File: src/rtl/fir_decim_out.sv
// fir_decim_out: output stage behind the 37-tap FIR.
// Keeps every DECIM-th enabled sample, reduces it from IN_WL to OUT_WL bits,
// and queues the results in a first-word-fall-through FIFO that the consumer
// drains with valid/ready.
// Build option: define FIR_DECIM_ROUND_EN for round-half-up with saturation;
// when it is undefined the reduction is a plain arithmetic-shift truncation.
module fir_decim_out #(
  parameter int IN_WL  = 20,
  parameter int OUT_WL = 16,
  parameter int DECIM  = 4,
  parameter int DEPTH  = 8
) (
  input  logic                       clk,
  input  logic                       rst_n,
  input  logic                       en,
  input  logic [IN_WL-1:0]           din,
  input  logic                       clr,
  output logic                       m_valid,
  input  logic                       m_ready,
  output logic [OUT_WL-1:0]          m_data,
  output logic [$clog2(DEPTH):0]     count,
  output logic                       ovf,
  output logic                       sat
);

  localparam int S  = IN_WL - OUT_WL;
  localparam int PW = (DECIM > 1) ? $clog2(DECIM) : 1;
  localparam int AW = $clog2(DEPTH);
  localparam int CW = AW + 1;

  logic [PW-1:0]     phase_q, phase_d;
  logic              s1_valid_q, s1_valid_d;
  logic [IN_WL-1:0]  s1_data_q, s1_data_d;
  logic              s2_valid_q, s2_valid_d;
  logic [OUT_WL-1:0] s2_data_q, s2_data_d;
  logic [AW-1:0]     wr_ptr_q, wr_ptr_d;
  logic [AW-1:0]     rd_ptr_q, rd_ptr_d;
  logic [CW-1:0]     count_q, count_d;
  logic              ovf_q, ovf_d;
  logic              sat_q, sat_d;
  logic [OUT_WL-1:0] mem_q [DEPTH];

  logic              keep;
  logic              full;
  logic              do_rd;
  logic              do_wr;
  logic              drop;
  logic [OUT_WL-1:0] red_data;
  logic              red_sat;

`ifdef FIR_DECIM_ROUND_EN
  localparam logic [IN_WL:0] HALF = (IN_WL + 1)'(1) << (S - 1);
  logic [IN_WL:0]  rnd_sum;
  logic [OUT_WL:0] rnd_res;
  logic            unused_rnd_lsbs;
  assign unused_rnd_lsbs = ^rnd_sum[S-1:0];

  // Round half toward +inf with one guard bit, then clamp: the guard bit
  // differing from the output sign bit means the result left the range.
  always_comb begin
    rnd_sum  = {s1_data_q[IN_WL-1], s1_data_q} + HALF;
    rnd_res  = rnd_sum[IN_WL:S];
    red_sat  = rnd_res[OUT_WL] != rnd_res[OUT_WL-1];
    red_data = rnd_res[OUT_WL-1:0];
    if (red_sat) begin
      red_data = rnd_res[OUT_WL] ? {1'b1, {(OUT_WL-1){1'b0}}}
                                 : {1'b0, {(OUT_WL-1){1'b1}}};
    end
  end
`else
  logic unused_trunc_lsbs;
  assign unused_trunc_lsbs = ^s1_data_q[S-1:0];

  // Floor truncation: dropping the low bits always fits, so no clamp needed.
  always_comb begin
    red_data = s1_data_q[IN_WL-1:S];
    red_sat  = 1'b0;
  end
`endif

  assign full    = count_q == CW'(DEPTH);
  assign m_valid = count_q != '0;
  assign do_rd   = m_valid && m_ready;
  assign do_wr   = s2_valid_q && (!full || do_rd);
  assign drop    = s2_valid_q && full && !do_rd;
  assign keep    = en && (phase_q == '0);

  assign m_data  = m_valid ? mem_q[rd_ptr_q] : '0;
  assign count   = count_q;
  assign ovf     = ovf_q;
  assign sat     = sat_q;

  // Phase counter and the two pipeline stages; clr flushes everything.
  always_comb begin
    phase_d    = phase_q;
    s1_valid_d = keep && !clr;
    s1_data_d  = keep ? din : s1_data_q;
    s2_valid_d = s1_valid_q && !clr;
    s2_data_d  = s1_valid_q ? red_data : s2_data_q;
    if (clr) begin
      phase_d = '0;
    end else if (en) begin
      phase_d = (phase_q == PW'(DECIM - 1)) ? '0 : phase_q + PW'(1);
    end
  end

  // FIFO pointers, occupancy and sticky flags.
  always_comb begin
    wr_ptr_d = wr_ptr_q;
    rd_ptr_d = rd_ptr_q;
    count_d  = count_q;
    ovf_d    = ovf_q || drop;
    sat_d    = sat_q || (s1_valid_q && red_sat);
    if (clr) begin
      wr_ptr_d = '0;
      rd_ptr_d = '0;
      count_d  = '0;
      ovf_d    = 1'b0;
      sat_d    = 1'b0;
    end else begin
      if (do_wr) wr_ptr_d = wr_ptr_q + AW'(1);
      if (do_rd) rd_ptr_d = rd_ptr_q + AW'(1);
      case ({do_wr, do_rd})
        2'b10:   count_d = count_q + CW'(1);
        2'b01:   count_d = count_q - CW'(1);
        default: count_d = count_q;
      endcase
    end
  end

  // State registers with asynchronous active-low reset.
  always_ff @(posedge clk or negedge rst_n) begin
    if (!rst_n) begin
      phase_q    <= '0;
      s1_valid_q <= 1'b0;
      s1_data_q  <= '0;
      s2_valid_q <= 1'b0;
      s2_data_q  <= '0;
      wr_ptr_q   <= '0;
      rd_ptr_q   <= '0;
      count_q    <= '0;
      ovf_q      <= 1'b0;
      sat_q      <= 1'b0;
    end else begin
      phase_q    <= phase_d;
      s1_valid_q <= s1_valid_d;
      s1_data_q  <= s1_data_d;
      s2_valid_q <= s2_valid_d;
      s2_data_q  <= s2_data_d;
      wr_ptr_q   <= wr_ptr_d;
      rd_ptr_q   <= rd_ptr_d;
      count_q    <= count_d;
      ovf_q      <= ovf_d;
      sat_q      <= sat_d;
    end
  end

  // FIFO storage; left unreset since count gates what is visible.
  always_ff @(posedge clk) begin
    if (do_wr && !clr) mem_q[wr_ptr_q] <= s2_data_q;
  end

endmodule

File: config.mk
export PLATFORM = sky130hd
export DESIGN_NAME = fir_decim_out
export DESIGN_NICKNAME = d
export VERILOG_FILES = /design/src/rtl/fir_decim_out.sv
export SDC_FILE = /design/constraint.sdc
export NUM_CORES = 1
export LEC_CHECK = 0
export CORE_ASPECT_RATIO = 0.75
export CORE_MARGIN = 4
export CORE_UTILIZATION = 44
export DETAILED_ROUTE_END_ITERATION = 8
export PLACE_DENSITY_LB_ADDON = 0.05
export SETUP_SLACK_MARGIN = 0.5
export SYNTH_ARGS = -nofsm -noshare
export SYNTH_HDL_FRONTEND = slang
export SYNTH_SLANG_ARGS = --single-unit
export TNS_END_PERCENT = 50
File: constraint.sdc
create_clock -name clk -period 2.9 [get_ports clk]
set_clock_uncertainty 0.2 [all_clocks]
set_input_delay 0.29 -clock clk [delete_from_list [all_inputs] [get_ports clk]]
set_output_delay 0.29 -clock clk [all_outputs]
set_load 0.005 [all_outputs]
==> results of run 1 <==
-- worst max-delay path, cell delays in order (launching register included) --
cell,delay [ps]
dfrtp_2,440
buf_6,130
buf_12,120
buf_16,130
buf_6,110
mux4_2,400
mux2i_1,140
nor2_1,60
buf_2,120
-- Yosys cell counts, types with 2 or more instances --
cell type,n,area [um^2]
a21oi_1,3,15.0
a31o_2,2,17.5
a31oi_1,2,12.5
buf_1,3,11.3
buf_2,10,50.1
buf_4,4,30.0
clkbuf_1,3,11.3
dfrtp_1,47,1180
edfxtp_1,128,3840
ha_1,6,75.1
inv_1,5,18.8
mux2_2,32,360
mux2i_1,19,190
mux4_2,32,721
nand2_1,4,15.0
nand2b_1,2,12.5
nand3_1,6,30.0
nor2_1,32,120
nor2b_1,2,12.5
nor3_1,5,25.0
o211ai_1,2,15.0
xnor2_1,4,35.0
xor2_1,4,35.0
-- flip-flops by register name, indices dropped and copies added, names as in the netlist --
register / flops
wr_ptr_q: 3
ovf: 1
rd_ptr_q: 3
s1_data_q: 16
count: 4
phase_q: 2
s1_valid_q: 1
s2_valid_q: 1
s2_data_q: 16
mem_q: 128
-- timing repair --
action                                 4_1_cts  5_1_grt
gates resized for setup                     69        8
buffers inserted                            16        2
setup endpoints to repair                   20       22
endpoints found under the hold margin       15        0
hold buffers                                 1        0
gates cloned                                 3        0
pin swaps                                    6        5
-- cell families after synthesis --
| family | share of synthesized area |
|---|---|
| buffers and inverters | 0.0195 |
| other | 0.000535 |
| multiplexers | 0.181 |
| adder cells (fa/ha/maj) | 0.0107 |
| AND/OR/NAND/NOR | 0.0427 |
| flip-flops | 0.716 |
| XOR/XNOR | 0.0100 |
| AO/OA/AOI/OAI | 0.0191 |
-- per-layer routing --
layer,wire length [um],global-route usage,share of wire,vias up
met5,0,0,0,-
met3,476,0.0357,0.036,7
li1,-,-,-,1630
met1,6470,0.227,0.48,1850
met2,6330,0.237,0.47,61
met4,78,0.0463,0.0058,0
-- power by group --
| part | switching, mW | internal [mW] |
|---|---|---|
| Clock | 0.890 | 1.26 |
| Combinational | 0.635 | 0.953 |
| Sequential | 0.321 | 3.06 |
| Total | 1.85 | 5.27 |
-- layout make-up --
cell class	count	area, um^2	area share
Clock buffer	25	527	0.0614
Timing Repair Buffer	83	791	0.0922
Inverter	6	22.5	0.00263
Multi-Input combinational cell	175	1910	0.223
Clock inverter	7	48.8	0.00569
Sequential cell	175	5020	0.585
Tap cell	205	256	0.0299
-- per-stage QoR --
step           hold slack [ps]   util  total power [mW]
2_1_floorplan             -206      -              4.11
3_3_place_gp              40.4  0.505              4.71
3_5_place_dp              49.1  0.505              4.76
4_1_cts                    131  0.556              7.20
5_1_grt                    175  0.556              7.46
6_report                   125  0.556              7.12
-- final timing paths --
| path | startpoint | end |
|---|---|---|
| setup / recovery | rd_ptr_q[0]$_DFFE_PN0P_ | m_data[15] |
| hold / removal | rst_n | phase_q[0]$_DFFE_PN0P_ |
| setup reg to reg | count[1]$_DFFE_PN0P_ | count[3]$_DFFE_PN0P_ |
| hold reg to reg | s1_data_q[18]$_DFFE_PN0P_ | s1_data_q[18]$_DFFE_PN0P_ |
| max in group asynchronous | rst_n | s1_data_q[18]$_DFFE_PN0P_ |
| min in group clk | din[12] | s1_data_q[12]$_DFFE_PN0P_ |
==> summary.md, run 1 <==
| Metric | Value |
|---|---|
| Overflow after GRT | `0` |
| Most common cell after layout, fill and taps aside | `edfxtp_1` |
| Max-Cap Viols | `0` |
| Most frequent cells in the layout | `edfxtp_1, dfrtp_1, mux4_2, nor2_1, mux2_2` |
| R2R Setup Slk | `440 ps` |
| DP Wirelength | `8110 um` |
| Worst-Margin Slew | `about 630 ps` |
| Synthesis-stage register bit count | `175` |
| Post-Synthesis Cells | `377` |
| Worst skew pair latency | `approximately 420 ps` |
| DRT Pass-1 Iters | `4` |
| Crit path capture type | `output port` |
| Register clock-pin slew on the reported worst setup and hold paths | `about 60 ps` |
| Fin worst setup slack | `333 ps` |
| Worst r2r path cells | `8` |
| TritonCTS clock tree | `yes` |
| Tightest Hold Check Type | `in -> async` |
| Net Count, Synth | `408` |
| Overall Global Routing Usage | `0.156` |
| Fill cells | `1264` |
| Setup_tns | `0 ps` |
| Wire length of the first global-routing pass | `approximately 21000 um` |
| Post-DP Area | `7780 um^2` |
| Max-slew violations | `0` |
| Fin crit share | `0.885` |
| Syn avg cell area | `18.6 um^2` |
| Synth warn | `0` |
| Die X | `154 um` |
| Initial Util | `0.455` |
| Vias per cell | `5.25` |
| CTS Buffer Depth | `2` |
| Top_reg_cell synth | `edfxtp_1` |
| Site row count | `39` |
| N_diodes | `0` |
| Remaining antenna violation count | `0` |
| Outcome | `complete, no violations` |
| Num CTS Buffers | `17` |
| Setup violators final | `0` |
| Rel. slew slack | `0.577` |
| Io pins | `48` |
| Crit path DAT | `between 2000 and 2500 ps` |
| H-tree levels | `4` |
| Clock sinks | `175` |
| Crit-path max FO | `4` |
| Startpoint Class | `register` |
| Setup CP Type | `reg -> out` |
| Leak | `about 3.1 nW` |
| Final wirelength | `approximately 13000 um` |
| Largest net degree at the start of global routing | `33` |
| Initial antenna violation count | `0` |
| Achievable frequency | `0.390 GHz` |
| Nets | `489` |
| Core area | `15400 um^2` |
| PortBufs | `42` |
| Netlist cell types | `43` |
| Post-synth ARST share | `0.269` |
| Placed Instances | `around 620` |
| Number of enable flip-flop cells after synthesis | `128` |
| Routability cong. | `slightly above 0.7` |
| RSZ-0062 raised after global routing | `yes` |
| Final Non-Filler Cells | `676` |
| Post-place setup slack | `342 ps` |
| Design area | `8580 um^2` |
| Hold Violations, Final | `0` |
| Violation count after the first detailed-route iteration | `around 150` |
| Fraction of layout cells with a size suffix above 1 | `0.357` |
| Vert. Die Dim | `117 um` |
| Vias in the first global route | `~3600` |
| Syn-to-layout area delta | `22.4%` |
| Drc violations | `0` |
| DIE AREA | `18000 um^2` |
| Fin crit period | `2570 ps` |
| Peak VDD IR | `476 uV` |
| Root Buffer | `clkbuf_16` |
| Post-Syn Area | `between 7000 and 8000 um^2` |
| Wirelength per Cell | `about 20 um` |
| Power Density | `830 nW/um^2` |
| Worst Path Required | `2410 ps` |
| Via count | `3548` |
| Sequential cell area fraction in the yosys report | `0.716` |
No activity file was read; power rests on OpenSTA's default activity.
==> inputs of run 2 (changes only) <==
SLEW_MARGIN = 15   (was unset)
==> results of run 2 <==
Same layout as run 1: the final DEF is identical, and so are final timing and power.
==> variant: new RTL, config.mk and constraints of run 1 <==
Reset style: synchronous (`rst_n`), changed in one clocked block. Comments in the files are not updated.
--- a/src/rtl/fir_decim_out.sv
+++ b/src/rtl/fir_decim_out.sv
@@ -130,5 +130,5 @@
 
   // State registers with asynchronous active-low reset.
-  always_ff @(posedge clk or negedge rst_n) begin
+  always_ff @(posedge clk) begin
     if (!rst_n) begin
       phase_q    <= '0;
Function: differs if rst_n is asserted again (counterexample within 4 cycles, from zero or initial values and one cycle with rst_n low); with rst_n held inactive, the same outputs for 10 cycles.
==> variant against run 1 <==
- setup slack better by 83 ps
- synthesized area is 0.23% higher
- sequential share of layout area is 2.0 points lower
- critical path depth is 1 lower
- routed wire length is 0.12% higher
- sequential cell count is 3 higher
- hold slack better by 99 ps
- critical path type unchanged
- final area hardly changed
- critical endpoint is now m_data[3]
- register-to-register slack worse by 20 ps
Power is not compared: it rests on default switching activity, and its combinational part moved more than twofold at a synthesized area within 25%.
==> variant: results (changes against run 1) <==
\begin{tabular}{lr}
\hline
Metric & Value \\
\hline
\multicolumn{2}{l}{\textbf{Yosys}} \\
Top area cells in the synthesized netlist & edfxtp\_1 (55\%), dfxtp\_1 (14\%), mux4\_2 (10\%) \\
Adder-cell share of the synthesized area & 0.8905\% (-0.18 points) \\
Fraction of registers with async set or reset after synthesis & 0\% (-27 points) \\
Most common library cells after synthesis & edfxtp\_1 (128), dfxtp\_1 (50), nand2\_1 (41), mux2i\_1 (37), nor2\_1 (37) \\
Total of flip-flops plus latches after synthesis & 178 (+1.7\%) \\
Synthesized-area fraction occupied by ao, oa, aoi and oai cells & 2.956\% (+1.0 points) \\
Sequential-to-total area share from yosys stat & 68.96\% (-2.7 points) \\
\multicolumn{2}{l}{\textbf{Cells and area}} \\
Post-layout utilization of the core & 55.65\% (about the same) \\
Buffers excl. clock & 76 (-8.4\%) \\
Count of multi-input gates & 226 (+29\%) \\
Sequential cell area in the final layout & 4851 um2 (-3.4\%) \\
Signal buffers share of area & 8.982\% (-0.23 points) \\
Multi-input gate share of total cell area & 23.93\% (+1.6 points) \\
Fraction of layout instances using a drive strength above 1 & 24.08\% (-12 points) \\
Non-clock inverter instance count of the final layout & 3 (-3) \\
Number of filler cells placed in the layout & 1281 (+1.3\%) \\
Non-filler cells, final & 720 (+6.5\%) \\
Number of nets in the layout & 532 (+8.8\%) \\
\multicolumn{2}{l}{\textbf{Setup path}} \\
Reg2reg start & count[0] \\
Endpoint of the worst register-to-register path & count[2] \\
Internal reg-to-reg setup slack & 420 ps (-20 ps) \\
Cell family contributing the most delay on the critical path & multiplexers \\
Crit path DAT & 1990 ps (-90 ps) \\
Register-to-Register Path Depth & 10 (+2) \\
Critical path's largest stage delay & 480 ps (+40 ps) \\
Standard cell with the maximum stage delay on the critical path & mux4\_2 \\
\multicolumn{2}{l}{\textbf{Global routing}} \\
GRT met1 Usage & 22.86\% (+0.13 points) \\
Number of global-route vias before repair & 3787 (+6.2\%) \\
Global-route track usage on met2 & 23.19\% (-0.55 points) \\
Global Route Usage Sum & 15.69\% (+0.076 points) \\
Met3 Track Usage GR & 3.645\% (+0.074 points) \\
\multicolumn{2}{l}{\textbf{Placed design}} \\
Number of cells in the design after placement & 670 (+7.7\%) \\
GPL Wtd Cong & 0.7226 (+0.33\%) \\
Detailed Place HPWL & 7911 um (-2.4\%) \\
\multicolumn{2}{l}{\textbf{Run status}} \\
Result of the run & finished clean \\
\multicolumn{2}{l}{\textbf{Route}} \\
Drt total wl & 13370 um (+0.12\%) \\
\hline
\end{tabular}
## variant: changes by cell type after synthesis, moves of 5 or more
cell / delta
dfrtp_1: -47
nor2b_1: +17
mux2_2: -32
dfxtp_1: +50
nor2_1: +5
mux2i_1: +18
a21boi_0: +15
nand2_1: +37
## variant: through the flow
stage | setup slack [ps] | hold slack (ps)
global route | 309.0 | 227.2
global placement | 369.0 | 253.7
CTS | 368.8 | 207.5
finish | 415.6 | 223.2
floorplan | 307.2 | 224.8
detailed placement | 279.3 | 253.4
## variant: power groups by stage
| stage | logic (mW) | clock network [mW] | registers (mW) |
|---|---|---|---|
| 2_1_floorplan | 0.0660 | 0 | 2.78 |
| 3_3_place_gp | 0.104 | 0 | 2.79 |
| 3_5_place_dp | 0.106 | 0 | 2.80 |
| 4_1_cts | 0.108 | 2.51 | 2.74 |
| 5_1_grt | 0.118 | 2.62 | 2.74 |
| 6_report | 0.106 | 2.45 | 2.74 |
## variant: what timing repair did
| action | CTS | global route |
|---|---|---|
| gates cloned | 3 | 0 |
| setup endpoints to repair | 18 | 18 |
| hold buffers | 0 | 0 |
| setup buffers | 14 | 1 |
| resized for setup | 68 | 6 |
| pin swaps | 7 | 4 |
## variant: per-layer routing
layer	share of wire [%]	routed length, um
met1	48	6380
met2	45	6008
met3	5.9	792
met4	1.4	187
met5	0	0
## variant: worst max path at each step
stage	from	end	cells after the start
floorplan	count[3]	mem_q[1][0]	4
global placement	m_ready	count[2]	9
detailed placement	m_ready	count[2]	9
CTS	register	m_data[3]	7
global route	register	m_data[0]	7
finish	register	m_data[3]	7
## variant: tightest hold or removal path: cells and delay by family
kind	cells	cell delay (ps)
AO/OA/AOI/OAI	1	60
buffers and inverters	1	400
AND/OR/NAND/NOR	1	50
